**src/rtl/mac_accumulator_if.sv**
```systemverilog
// Valid/ready bundle for mac_accumulator: activation/weight beats in, wide dot-product sums out.
interface mac_accumulator_if #(
  parameter int unsigned ACT_W     = 12,
  parameter int unsigned WT_W      = 12,
  parameter int unsigned MAX_TERMS = 16
);
  localparam int unsigned ACC_W = ACT_W + WT_W + $clog2(MAX_TERMS);

  logic             in_valid;
  logic             in_ready;
  logic [ACT_W-1:0] in_act;
  logic [WT_W-1:0]  in_wt;
  logic             in_first;
  logic             in_last;
  logic             out_valid;
  logic             out_ready;
  logic [ACC_W-1:0] out_sum;

  modport master (
    output in_valid, in_act, in_wt, in_first, in_last, out_ready,
    input  in_ready, out_valid, out_sum
  );

  modport slave (
    input  in_valid, in_act, in_wt, in_first, in_last, out_ready,
    output in_ready, out_valid, out_sum
  );
endinterface

```
**src/rtl/mac_accumulator.sv**
```systemverilog
// Two-stage streaming multiply-accumulate: registered product, then burst accumulator with
// a held result register; full-precision sum with 2 sign bits for the downstream bit_scaler.
module mac_accumulator #(
  parameter int unsigned ACT_W     = 12,
  parameter int unsigned ACT_INT   = 3,
  parameter int unsigned WT_W      = 12,
  parameter int unsigned WT_INT    = 3,
  parameter int unsigned MAX_TERMS = 16
) (
  input  logic               clk,
  input  logic               reset,
  mac_accumulator_if.slave   bus,
  output logic               err_ovf
);
  localparam int unsigned GUARD  = $clog2(MAX_TERMS);
  localparam int unsigned PROD_W = ACT_W + WT_W;
  localparam int unsigned ACC_W  = PROD_W + GUARD;
  localparam int unsigned CNT_W  = GUARD + 1;
  localparam logic [CNT_W-1:0] CNT_MAX = CNT_W'(MAX_TERMS);

  // Integer fields must leave room for the sign bit of each operand format.
  if (ACT_INT >= ACT_W || WT_INT >= WT_W) begin : g_bad_format
    $error("mac_accumulator: integer bits exceed operand width");
  end

  logic                     advance;
  logic signed [PROD_W-1:0] prod;
  logic signed [ACC_W-1:0]  p1;
  logic signed [ACC_W-1:0]  acc;
  logic signed [ACC_W-1:0]  acc_next;
  logic signed [ACC_W-1:0]  sum_q;
  logic                     v1;
  logic                     f1;
  logic                     l1;
  logic                     vld_q;
  logic [CNT_W-1:0]         cnt;
  logic [CNT_W-1:0]         cnt_next;
  logic                     cnt_ovf;

  // Stall only when a result is waiting and the consumer refuses it.
  always_comb begin
    advance  = !vld_q || bus.out_ready;
    prod     = PROD_W'($signed(bus.in_act)) * PROD_W'($signed(bus.in_wt));
    acc_next = (f1 ? '0 : acc) + p1;
    cnt_next = cnt;
    if (f1) begin
      cnt_next = CNT_W'(1);
    end else if (cnt <= CNT_MAX) begin
      cnt_next = cnt + CNT_W'(1);
    end
    cnt_ovf = (cnt_next > CNT_MAX);
  end

  assign bus.in_ready  = advance;
  assign bus.out_valid = vld_q;
  assign bus.out_sum   = sum_q;

  always_ff @(posedge clk) begin
    if (reset) begin
      p1      <= '0;
      v1      <= 1'b0;
      f1      <= 1'b0;
      l1      <= 1'b0;
      acc     <= '0;
      cnt     <= '0;
      sum_q   <= '0;
      vld_q   <= 1'b0;
      err_ovf <= 1'b0;
    end else if (advance) begin
      p1 <= ACC_W'(prod);
      v1 <= bus.in_valid;
      f1 <= bus.in_first;
      l1 <= bus.in_last;

      // A completing burst refills the result register even while the old one is being taken.
      if (v1 && l1) begin
        vld_q <= 1'b1;
      end else if (bus.out_ready) begin
        vld_q <= 1'b0;
      end

      if (v1) begin
        if (cnt_ovf) begin
          err_ovf <= 1'b1;
        end
        if (l1) begin
          sum_q <= acc_next;
          acc   <= '0;
          cnt   <= '0;
        end else begin
          acc   <= acc_next;
          cnt   <= cnt_next;
        end
      end
    end
  end
endmodule

```
**src/flat_wrapper.sv**
```systemverilog
// flat-port wrapper written by rule: the top's interface ports become plain ports
module mac_accumulator_flat 
#(
  parameter int unsigned ACT_W     = 12,
  parameter int unsigned ACT_INT   = 3,
  parameter int unsigned WT_W      = 12,
  parameter int unsigned WT_INT    = 3,
  parameter int unsigned MAX_TERMS = 16
)
  (clk, reset, err_ovf, bus_in_valid, bus_in_act, bus_in_wt, bus_in_first, bus_in_last, bus_out_ready, bus_in_ready, bus_out_valid, bus_out_sum);
  mac_accumulator_if #(.ACT_W(ACT_W), .WT_W(WT_W), .MAX_TERMS(MAX_TERMS)) bus_i ();
  input  logic clk;
  input  logic reset;
  output logic err_ovf;
  input wire logic [$bits(bus_i.in_valid)-1:0] bus_in_valid;
  input wire logic [$bits(bus_i.in_act)-1:0] bus_in_act;
  input wire logic [$bits(bus_i.in_wt)-1:0] bus_in_wt;
  input wire logic [$bits(bus_i.in_first)-1:0] bus_in_first;
  input wire logic [$bits(bus_i.in_last)-1:0] bus_in_last;
  input wire logic [$bits(bus_i.out_ready)-1:0] bus_out_ready;
  output wire logic [$bits(bus_i.in_ready)-1:0] bus_in_ready;
  output wire logic [$bits(bus_i.out_valid)-1:0] bus_out_valid;
  output wire logic [$bits(bus_i.out_sum)-1:0] bus_out_sum;
  assign bus_i.in_valid = bus_in_valid;
  assign bus_i.in_act = bus_in_act;
  assign bus_i.in_wt = bus_in_wt;
  assign bus_i.in_first = bus_in_first;
  assign bus_i.in_last = bus_in_last;
  assign bus_i.out_ready = bus_out_ready;
  assign bus_in_ready = bus_i.in_ready;
  assign bus_out_valid = bus_i.out_valid;
  assign bus_out_sum = bus_i.out_sum;
  mac_accumulator #(.ACT_W(ACT_W), .ACT_INT(ACT_INT), .WT_W(WT_W), .WT_INT(WT_INT), .MAX_TERMS(MAX_TERMS)) u_core (.clk(clk), .reset(reset), .bus(bus_i), .err_ovf(err_ovf));
endmodule
```
**config.mk**
```make
export PLATFORM = sky130hd
export DESIGN_NAME = mac_accumulator_flat
export DESIGN_NICKNAME = d
export VERILOG_FILES = /design/src/rtl/mac_accumulator_if.sv /design/src/rtl/mac_accumulator.sv /design/src/flat_wrapper.sv
export SDC_FILE = /design/constraint.sdc
export NUM_CORES = 1
export LEC_CHECK = 0
export ABC_AREA = 1
export CAP_MARGIN = 20
export CORE_MARGIN = 2
export CORE_UTILIZATION = 65
export CTS_CLUSTER_DIAMETER = 80
export DETAILED_ROUTE_END_ITERATION = 10
export PLACE_DENSITY = 0.86
export SLEW_MARGIN = 20
export SYNTH_ARGS = -nofsm -noshare
export SYNTH_HDL_FRONTEND = slang
export SYNTH_SLANG_ARGS = --single-unit
```
**constraint.sdc**
```tcl
create_clock -name clk -period 15.81 [get_ports clk]
set_clock_uncertainty 0.05 [all_clocks]
set_input_delay 2.3715 -clock clk [delete_from_list [all_inputs] [get_ports clk]]
set_output_delay 2.3715 -clock clk [all_outputs]
set_load 0.05 [all_outputs]
```
==> summary.log, run 1 <==
INFO  job            drv_cap=0
INFO  sta            timing.max_slew.rel_slack=31.9%
INFO  worst_hold_path hold_path_class=flop to flop
INFO  setup_path     critPathLaunchType=input port
INFO  routing        detail_route.wl_per_cell=14.2um
INFO  sta            unrepaired_setup_endpoints_after_global_routing=no
INFO  setup_path     dominant_cell_type_by_count_on_the_critical_path=sky130_fd_sc_hd__fa_1
INFO  synth          synthesis.nets=1948
INFO  setup_path     worstPathRequired=16020ps
INFO  floorplan      initial_utilization=66.7%
INFO  place          hpwlAfterDp=22200um
INFO  synth          synth_top_area_cell=sky130_fd_sc_hd__fa_1
INFO  setup_path     crit_path_start=bus_in_wt[3]
INFO  setup_path     worst_path_largest_cell_delay=810ps
INFO  worst_hold_path min_to=u_core.acc[16]
INFO  sta            finalHoldViolCount=0
INFO  synth          syn_avg_cell_area=6.79squm
INFO  place          buffer_ports.inserted=60
INFO  floorplan      dieArea=0.0188sqmm
INFO  setup_path     critical_path.reg2reg.startpoint=u_core.bus.out_valid
INFO  synth          synth_area_leaders=sky130_fd_sc_hd__fa_1 (24%), sky130_fd_sc_hd__dfxtp_1 (16%), sky130_fd_sc_hd__nand2_1 (15%)
INFO  setup_path     worst_ep_arrival_time=7770ps
INFO  clock_network  numCtsBuffers=9
INFO  synth          postSynthRegisterBits=90
INFO  cells_and_area n_antenna_cell=0
INFO  worst_hold_path hold_path_depth=2
INFO  floorplan      die_h=137um
INFO  sta            fmax=132MHz
INFO  cells_and_area layout.filler_cells=1473
INFO  cells_and_area layout_cell_share_with_drive_strength_beyond_1=4.17%
INFO  global_route   grt_util_all_layers=31.6%
INFO  global_route   grt_first_pass_wirelength=47100um
INFO  worst_hold_path timing.hold.worst.start=u_core.acc[16]
INFO  setup_path     worst_r2r_path_depth=9
INFO  sta            setup-tns-final=0ps
INFO  cells_and_area design_area=0.0125sqmm
INFO  setup_path     critical_path.top_delay_family=adder cells
INFO  setup_path     crit_path_max_fanout=12
INFO  routing        drt_first_pass_iters=7
INFO  floorplan      die_x=137um
INFO  setup_path     critical_path.slowest_cell=sky130_fd_sc_hd__clkdlybuf4s50_1
INFO  synth          synth_cell_types=37
INFO  place          finalWeightedCongestion=1.06
INFO  synth          synth_seq_area_share=15.6%
INFO  sta            period_minus_slack=7560ps
INFO  place          dpl_worst_slack=7940ps
INFO  power          ir_drop=0.000233V
INFO  outcome        outcome=finished, final reports clean
INFO  clock_network  cts_max_level=3
INFO  setup_path     timing.critical_path.cells=clkdlybuf4s50_1 -> nand2_1 -> fa_1 -> inv_1 -> fa_1 -> inv_1 -> fa_1 -> fa_1 -> fa_1 -> inv_1 -> ha_1 -> nand2_1 -> nor3_1 -> nand4_1 -> nand4_1 -> nand3_1 -> nand2_1 -> inv_1
INFO  clock_network  worst_skew_pair.late_latency=350ps
INFO  sta            worst_pin_slew=1020ps
INFO  clock_network  hold_buffers=0
INFO  place          place_inst=1934
INFO  synth          asyncSetResetFlopFracSynth=0%
INFO  global_route   grt_start_max_net_pins=52
INFO  floorplan      top_level_i_o_count=61
INFO  routing        route.detailed.drc=0
INFO  synth          synth_ff_type=sky130_fd_sc_hd__dfxtp_1
INFO  synth          fraction_of_synthesized_cell_area_taken_by_the_top_area_cell_type=24.1%
INFO  setup_path     timing.reg2reg.setup_slack=12450ps
INFO  clock_network  cts_tree=yes
INFO  routing        avgViaCountPerCell=5.30
INFO  power          power_leakage=7.11nW
INFO  setup_path     endpoint_kind=flop
INFO  routing        drt_iter0_markers=776
INFO  power          p_per_area=180mW/mm^2
INFO  setup_path     critical_path_buf_inv_count=5
INFO  sta            final_worst_setup_slack=8250ps
INFO  cells_and_area fin_nets=1969
INFO  global_route   initial_antenna_violation_count=0
INFO  routing        finalWirelength=27700um
INFO  synth          synth.cell_area=0.0115sqmm
INFO  setup_path     crit_type=input port to flop
INFO  floorplan      rows=48
INFO  clock_network  cts_buffer_depth=2
INFO  clock_network  cts-root-buf=sky130_fd_sc_hd__clkbuf_16
INFO  global_route   global_route.overflow_total=0
INFO  synth          synth_edf_count=0
INFO  sta            max_slew_violation_count=0
INFO  place          placedInstanceArea=0.0122sqmm
INFO  setup_path     crit-reg2reg-capture=u_core.bus.out_sum[7]
INFO  synth          ys_warn_count=0
INFO  cells_and_area area_growth_syn_to_layout=8.78%
INFO  synth          syn-instance-count=1699
INFO  routing        num_vias=10.3k
INFO  clock_network  clk_pin_slew=70ps
INFO  floorplan      core_region_area=0.0173sqmm
INFO  clock_network  postCtsSetupRepairBufs=0
INFO  routing        route.antenna.remaining_nets=0
INFO  sta            timing.final.crit_share=47.8%
INFO  clock_network  post_cts_resized=0
INFO  clock_network  clock_sink_count=90
INFO  cells_and_area instances_no_fill=1950
INFO  sta            setup_viol=0
INFO  global_route   first_global_vias=10.2k
cells by family after synthesis:
kind of cell	Yosys count	synth area share (%)
AO/OA/AOI/OAI	167	7.90
XOR/XNOR	28	2.13
adder cells (fa/ha/maj)	219	32.8
buffers and inverters	473	15.5
flip-flops	90	15.6
AND/OR/NAND/NOR	722	26.0
state kept, by name (all words and copies together) (netlist names), 5 cells and up:
register            count
u_core.acc             28
u_core.bus.out_sum     28
u_core.p1              24
u_core.cnt              5
Yosys cell counts (2+ instances only):
library cell	count
sky130_fd_sc_hd__nand3_1	57
sky130_fd_sc_hd__nor2_4	6
sky130_fd_sc_hd__o21bai_1	9
sky130_fd_sc_hd__nor3_1	6
sky130_fd_sc_hd__ha_1	80
sky130_fd_sc_hd__xor2_1	21
sky130_fd_sc_hd__nand2_1	456
sky130_fd_sc_hd__nand3b_1	2
sky130_fd_sc_hd__nor2_1	140
sky130_fd_sc_hd__inv_1	408
sky130_fd_sc_hd__xnor2_1	7
sky130_fd_sc_hd__fa_1	139
sky130_fd_sc_hd__nand2_2	11
sky130_fd_sc_hd__buf_2	8
sky130_fd_sc_hd__inv_2	11
sky130_fd_sc_hd__nor2_2	9
sky130_fd_sc_hd__and2_1	6
sky130_fd_sc_hd__a21oi_1	74
sky130_fd_sc_hd__or2_2	3
sky130_fd_sc_hd__nand4_1	19
sky130_fd_sc_hd__nand3_2	5
sky130_fd_sc_hd__a21oi_2	2
sky130_fd_sc_hd__o21ai_0	58
sky130_fd_sc_hd__dfxtp_1	90
sky130_fd_sc_hd__o21ai_1	8
sky130_fd_sc_hd__a21o_1	9
sky130_fd_sc_hd__clkbuf_1	45
worst max path at each step:
stage	end	slack, ps	cells past startpoint
after global routing	u_core.p1[23]	7880	19
after detailed placement	u_core.p1[23]	7940	19
final	u_core.p1[22]	8250	18
after CTS	u_core.p1[23]	8290	19
after floorplan	u_core.p1[23]	8890	19
after global placement	u_core.p1[23]	8070	19
report_power, final:
group / switching [mW] / internal [mW] / leakage (nW) / total [mW]
logic: 1.10 / 0.640 / 6.22 / 1.74
clock network: 0.101 / 0.127 / 0.156 / 0.228
registers: 0.0224 / 0.267 / 0.736 / 0.289
worst register-to-register path, cell delays in order, from the launching register on:
cell	delay, ps
sky130_fd_sc_hd__dfxtp_1	310
sky130_fd_sc_hd__inv_1	50
sky130_fd_sc_hd__nor2_1	30
sky130_fd_sc_hd__buf_4	200
sky130_fd_sc_hd__inv_2	510
sky130_fd_sc_hd__nand2_2	660
sky130_fd_sc_hd__nor2_2	610
sky130_fd_sc_hd__inv_1	470
sky130_fd_sc_hd__o21ai_0	280
sky130_fd_sc_hd__inv_1	70
cell usage in the layout (no fill, tap or decap), types with 4 or more instances in the layout:
cell type	instances
sky130_fd_sc_hd__nor2_1	139
sky130_fd_sc_hd__o21ai_0	58
sky130_fd_sc_hd__xnor2_1	7
sky130_fd_sc_hd__clkdlybuf4s50_1	59
sky130_fd_sc_hd__nand3_1	57
sky130_fd_sc_hd__ha_1	80
sky130_fd_sc_hd__inv_1	407
sky130_fd_sc_hd__nand4_1	19
sky130_fd_sc_hd__nor2_2	10
sky130_fd_sc_hd__dfxtp_1	90
sky130_fd_sc_hd__nand2_1	456
sky130_fd_sc_hd__inv_2	12
sky130_fd_sc_hd__buf_4	4
sky130_fd_sc_hd__nor3_1	6
sky130_fd_sc_hd__nand2_2	11
sky130_fd_sc_hd__a21oi_1	74
sky130_fd_sc_hd__nor2_4	6
sky130_fd_sc_hd__xor2_1	21
sky130_fd_sc_hd__a21o_1	9
sky130_fd_sc_hd__and2_1	6
sky130_fd_sc_hd__o21ai_1	8
sky130_fd_sc_hd__o21bai_1	9
sky130_fd_sc_hd__nand3_2	5
sky130_fd_sc_hd__fa_1	139
sky130_fd_sc_hd__clkbuf_16	9
per-stage QoR:
| step | utilization (%) | hold WS (ps) | power (mW) |
|---|---|---|---|
| floorplan | - | 395 | 1.63 |
| global placement | 70.7 | 402 | 1.98 |
| detailed placement | 70.7 | 407 | 2.01 |
| CTS | 72.5 | 418 | 2.25 |
| global route | 72.5 | 435 | 2.53 |
| finish | 72.5 | 417 | 2.26 |
final cells by class:
| type | count | area (sq um) | area share [%] |
|---|---|---|---|
| Sequential cell | 90 | 1800 | 14.4 |
| Inverter | 419 | 1570 | 12.5 |
| Tap cell | 225 | 282 | 2.24 |
| Multi-Input combinational cell | 1136 | 7940 | 63.3 |
| Timing Repair Buffer | 64 | 626 | 4.99 |
| Clock buffer | 9 | 225 | 1.80 |
| Clock inverter | 7 | 90.1 | 0.718 |
layer usage:
layer | up-vias | wire, um | track usage [%]
met4 | 0 | 605 | 7.79
met3 | 62 | 2060 | 5.19
met5 | - | 0 | 0
met2 | 381 | 12800 | 52.2
met1 | 4821 | 12200 | 43.5
li1 | 5062 | - | -
Note: power is estimated with default switching activity, not from simulation.
==> inputs of run 2 (changes only) <==
CORE_UTILIZATION = 57   (was 65)
PLACE_DENSITY = 0.8   (was 0.86)
clock period = 6.9 ns   (was 15.81 ns; I/O delays follow)
==> run 2 against run 1 <==
Effect of this change:
- design area increased by 0.46%
- via count decreased by 0.29%
- clock power increased by 110%
- worst hold slack got worse by 0.99 ps
- critical endpoint unchanged
- largest cell class unchanged
- highest routed layer unchanged
==> summary.log, run 2 (synthesis results as in run 1) <==
INFO  place          hpwlAfterDp=21900um [-1.3%]
INFO  clock_network  postCtsSetupRepairBufs=0 [unchanged]
INFO  routing        route.antenna.remaining_nets=0 [unchanged]
INFO  floorplan      initial_utilization=57.5% [-9.1 points]
INFO  power          power_leakage=7.11nW [about the same]
INFO  sta            period_minus_slack=6290ps
INFO  routing        num_vias=10.3k [-0.29%]
INFO  power          sw_share=54.2% [about the same]
INFO  clock_network  cts-root-buf=sky130_fd_sc_hd__clkbuf_16
INFO  power          proportion_of_power_drawn_by_flip_flops_and_latches=13.0% [+0.2 points]
INFO  worst_hold_path hold_path_depth=2 [unchanged]
INFO  clock_network  post_cts_resized=0 [unchanged]
INFO  setup_path     crit-reg2reg-capture=u_core.bus.out_sum[6]
INFO  global_route   grt_util_all_layers=26.6% [-5.0 points]
INFO  setup_path     worst_r2r_path_depth=9 [unchanged]
INFO  setup_path     worst_ep_arrival_time=6500ps [-1270 ps]
INFO  floorplan      die_h=146um [+6.6%]
INFO  sta            timing.max_slew.rel_slack=33.2% [+1.3 points]
INFO  cells_and_area fin_nets=1972 [+0.15%]
INFO  cells_and_area layout_cell_share_with_drive_strength_beyond_1=4.34% [+0.17 points]
INFO  place          placedInstanceArea=0.0123sqmm [+0.64%]
INFO  place          buffer_ports.inserted=60 [unchanged]
INFO  setup_path     worstPathRequired=7110ps [-8910 ps]
INFO  clock_network  hold_buffers=0 [unchanged]
INFO  global_route   global_route.overflow_total=0 [unchanged]
INFO  sta            setup-tns-final=0ps [unchanged]
INFO  clock_network  numCtsBuffers=9 [unchanged]
INFO  routing        drt_iter0_markers=795 [+2.4%]
INFO  clock_network  cts_buffer_depth=2 [unchanged]
INFO  worst_hold_path min_to=u_core.acc[22]
INFO  global_route   initial_antenna_violation_count=0 [unchanged]
INFO  global_route   grt_first_pass_wirelength=46900um [-0.44%]
INFO  setup_path     crit_path_start=bus_in_wt[3]
INFO  setup_path     crit_path_max_fanout=12 [unchanged]
INFO  outcome        outcome=finished, final reports clean
INFO  floorplan      dieArea=0.0214sqmm [+14%]
INFO  routing        drt_first_pass_iters=6 [-1]
INFO  setup_path     timing.reg2reg.setup_slack=3500ps [-8950 ps]
INFO  sta            unrepaired_setup_endpoints_after_global_routing=no
INFO  place          finalWeightedCongestion=0.974 [-8.1%]
INFO  sta            fmax=159MHz
INFO  clock_network  cts_max_level=3 [unchanged]
INFO  clock_network  cts_tree=yes
INFO  sta            whs=416ps [-0.994 ps]
INFO  power          pwr-share-comb=77.4% [+0.3 points]
INFO  routing        finalWirelength=27200um [-1.8%]
INFO  sta            setup_viol=0 [unchanged]
INFO  clock_network  worst_skew_pair.late_latency=350ps [about the same]
INFO  floorplan      core_region_area=0.0200sqmm [+16%]
INFO  routing        detail_route.wl_per_cell=13.6um [-4.2%]
INFO  power          clockPowerShare=9.6% [-0.5 points]
INFO  setup_path     endpoint_kind=flop
INFO  global_route   grt_start_max_net_pins=52 [unchanged]
INFO  routing        route.detailed.drc=0 [unchanged]
INFO  cells_and_area layout_commonest_cell=sky130_fd_sc_hd__nand2_1
INFO  cells_and_area n_antenna_cell=0 [unchanged]
INFO  global_route   first_global_vias=10.0k [-2.0%]
INFO  clock_network  clock_sink_count=90 [unchanged]
INFO  floorplan      top_level_i_o_count=61 [unchanged]
INFO  power          ir_drop=0.000452V [+94%]
INFO  sta            worst_pin_slew=1000ps [-19.0 ps]
INFO  setup_path     critical_path.reg2reg.startpoint=u_core.bus.out_valid
INFO  floorplan      rows=52 [+8.3%]
INFO  cells_and_area design_area=0.0126sqmm [+0.46%]
INFO  worst_hold_path hold_path_class=flop to flop
INFO  cells_and_area final_cell_mix=sky130_fd_sc_hd__nand2_1 (456), sky130_fd_sc_hd__inv_1 (407), sky130_fd_sc_hd__nor2_1 (139), sky130_fd_sc_hd__fa_1 (139), sky130_fd_sc_hd__dfxtp_1 (90)
INFO  sta            max_slew_violation_count=0 [unchanged]
INFO  job            drv_cap=0 [unchanged]
INFO  setup_path     crit_type=input port to flop
INFO  power          p_per_area=405mW/mm^2 [+120%]
INFO  routing        avgViaCountPerCell=5.15 [-2.7%]
INFO  power          p_int=2.34mW [+130%]
INFO  floorplan      die_x=146um [+6.6%]
INFO  sta            finalHoldViolCount=0 [unchanged]
INFO  sta            timing.final.crit_share=91.2%
INFO  clock_network  clk_pin_slew=70ps [about the same]
INFO  cells_and_area area_growth_syn_to_layout=9.28%
INFO  worst_hold_path timing.hold.worst.start=u_core.acc[22]
INFO  power          power_switching=2.77mW [+130%]
INFO  setup_path     critPathLaunchType=input port
-- run 2: cell types whose count changed in the layout (fill, tap and decap cells not counted), sizes merged --
cell / change
clkbuf: +1
bufinv: -1
clkinv: -2
clkinvlp: +2
buf: +3
-- run 2: layout make-up --
| class | count | area (sq um) |
|---|---|---|
| multi-input combinational | 1136 | 7940 |
| inverter | 419 | 1570 |
| timing repair buffer | 67 | 648 |
| clock inverter | 6 | 55.1 |
| sequential | 90 | 1800 |
| clock buffer | 10 | 239 |
| fill | 1952 | 7440 |
| tap | 270 | 338 |
-- run 2: critical path, stage by stage --
cell	delay, ps
sky130_fd_sc_hd__clkdlybuf4s50_1	790
sky130_fd_sc_hd__nand2_1	230
sky130_fd_sc_hd__fa_1	590
sky130_fd_sc_hd__inv_1	130
sky130_fd_sc_hd__fa_1	580
sky130_fd_sc_hd__inv_1	110
sky130_fd_sc_hd__fa_1	570
sky130_fd_sc_hd__fa_1	440
sky130_fd_sc_hd__fa_1	490
sky130_fd_sc_hd__inv_1	40
sky130_fd_sc_hd__ha_1	370
sky130_fd_sc_hd__nand2_1	130
sky130_fd_sc_hd__nor3_1	330
sky130_fd_sc_hd__nand4_1	260
sky130_fd_sc_hd__nand4_1	160
sky130_fd_sc_hd__nand3_1	100
sky130_fd_sc_hd__nand2_1	90
sky130_fd_sc_hd__inv_1	30
-- run 2: power groups by stage --
stage	logic, mW	clock network [mW]	registers (mW)
after CTS	3.95	0.493	0.663
after global routing	4.62	0.515	0.669
after global placement	3.86	0	0.673
final	3.95	0.489	0.663
after detailed placement	3.93	0	0.674
after floorplan	3.06	0	0.675
-- run 2: worst max path at each step --
stage                          endpoint  slack (ps)  depth (start not counted)
final                     u_core.p1[22]         610                         18
after global placement    u_core.p1[22]         340                         18
after detailed placement  u_core.p1[22]         330                         22
after global routing      u_core.p1[22]         210                         22
after floorplan           u_core.p1[23]        1320                         19
after CTS                 u_core.p1[22]         670                         22
-- run 2: per-stage QoR --
| stage | cells | setup WS [ps] | utilization (%) | power [mW] |
|---|---|---|---|---|
| 2_1_floorplan | 1699 | 1320 | - | 3.74 |
| 3_3_place_gp | 1982 | 344 | 61.4 | 4.53 |
| 3_5_place_dp | 1982 | 326 | 61.4 | 4.60 |
| 4_1_cts | 1998 | 673 | 62.9 | 5.10 |
| 5_1_grt | 1998 | 205 | 62.9 | 5.80 |
| 6_report | 1998 | 610 | 62.9 | 5.11 |
-- run 2: layer usage --
layer  part of all wire [%]  GRT usage [%]
met1                     47           38.1
met2                     46           43.5
met3                    5.5           3.25
met4                    1.7           5.92
met5                      0              0
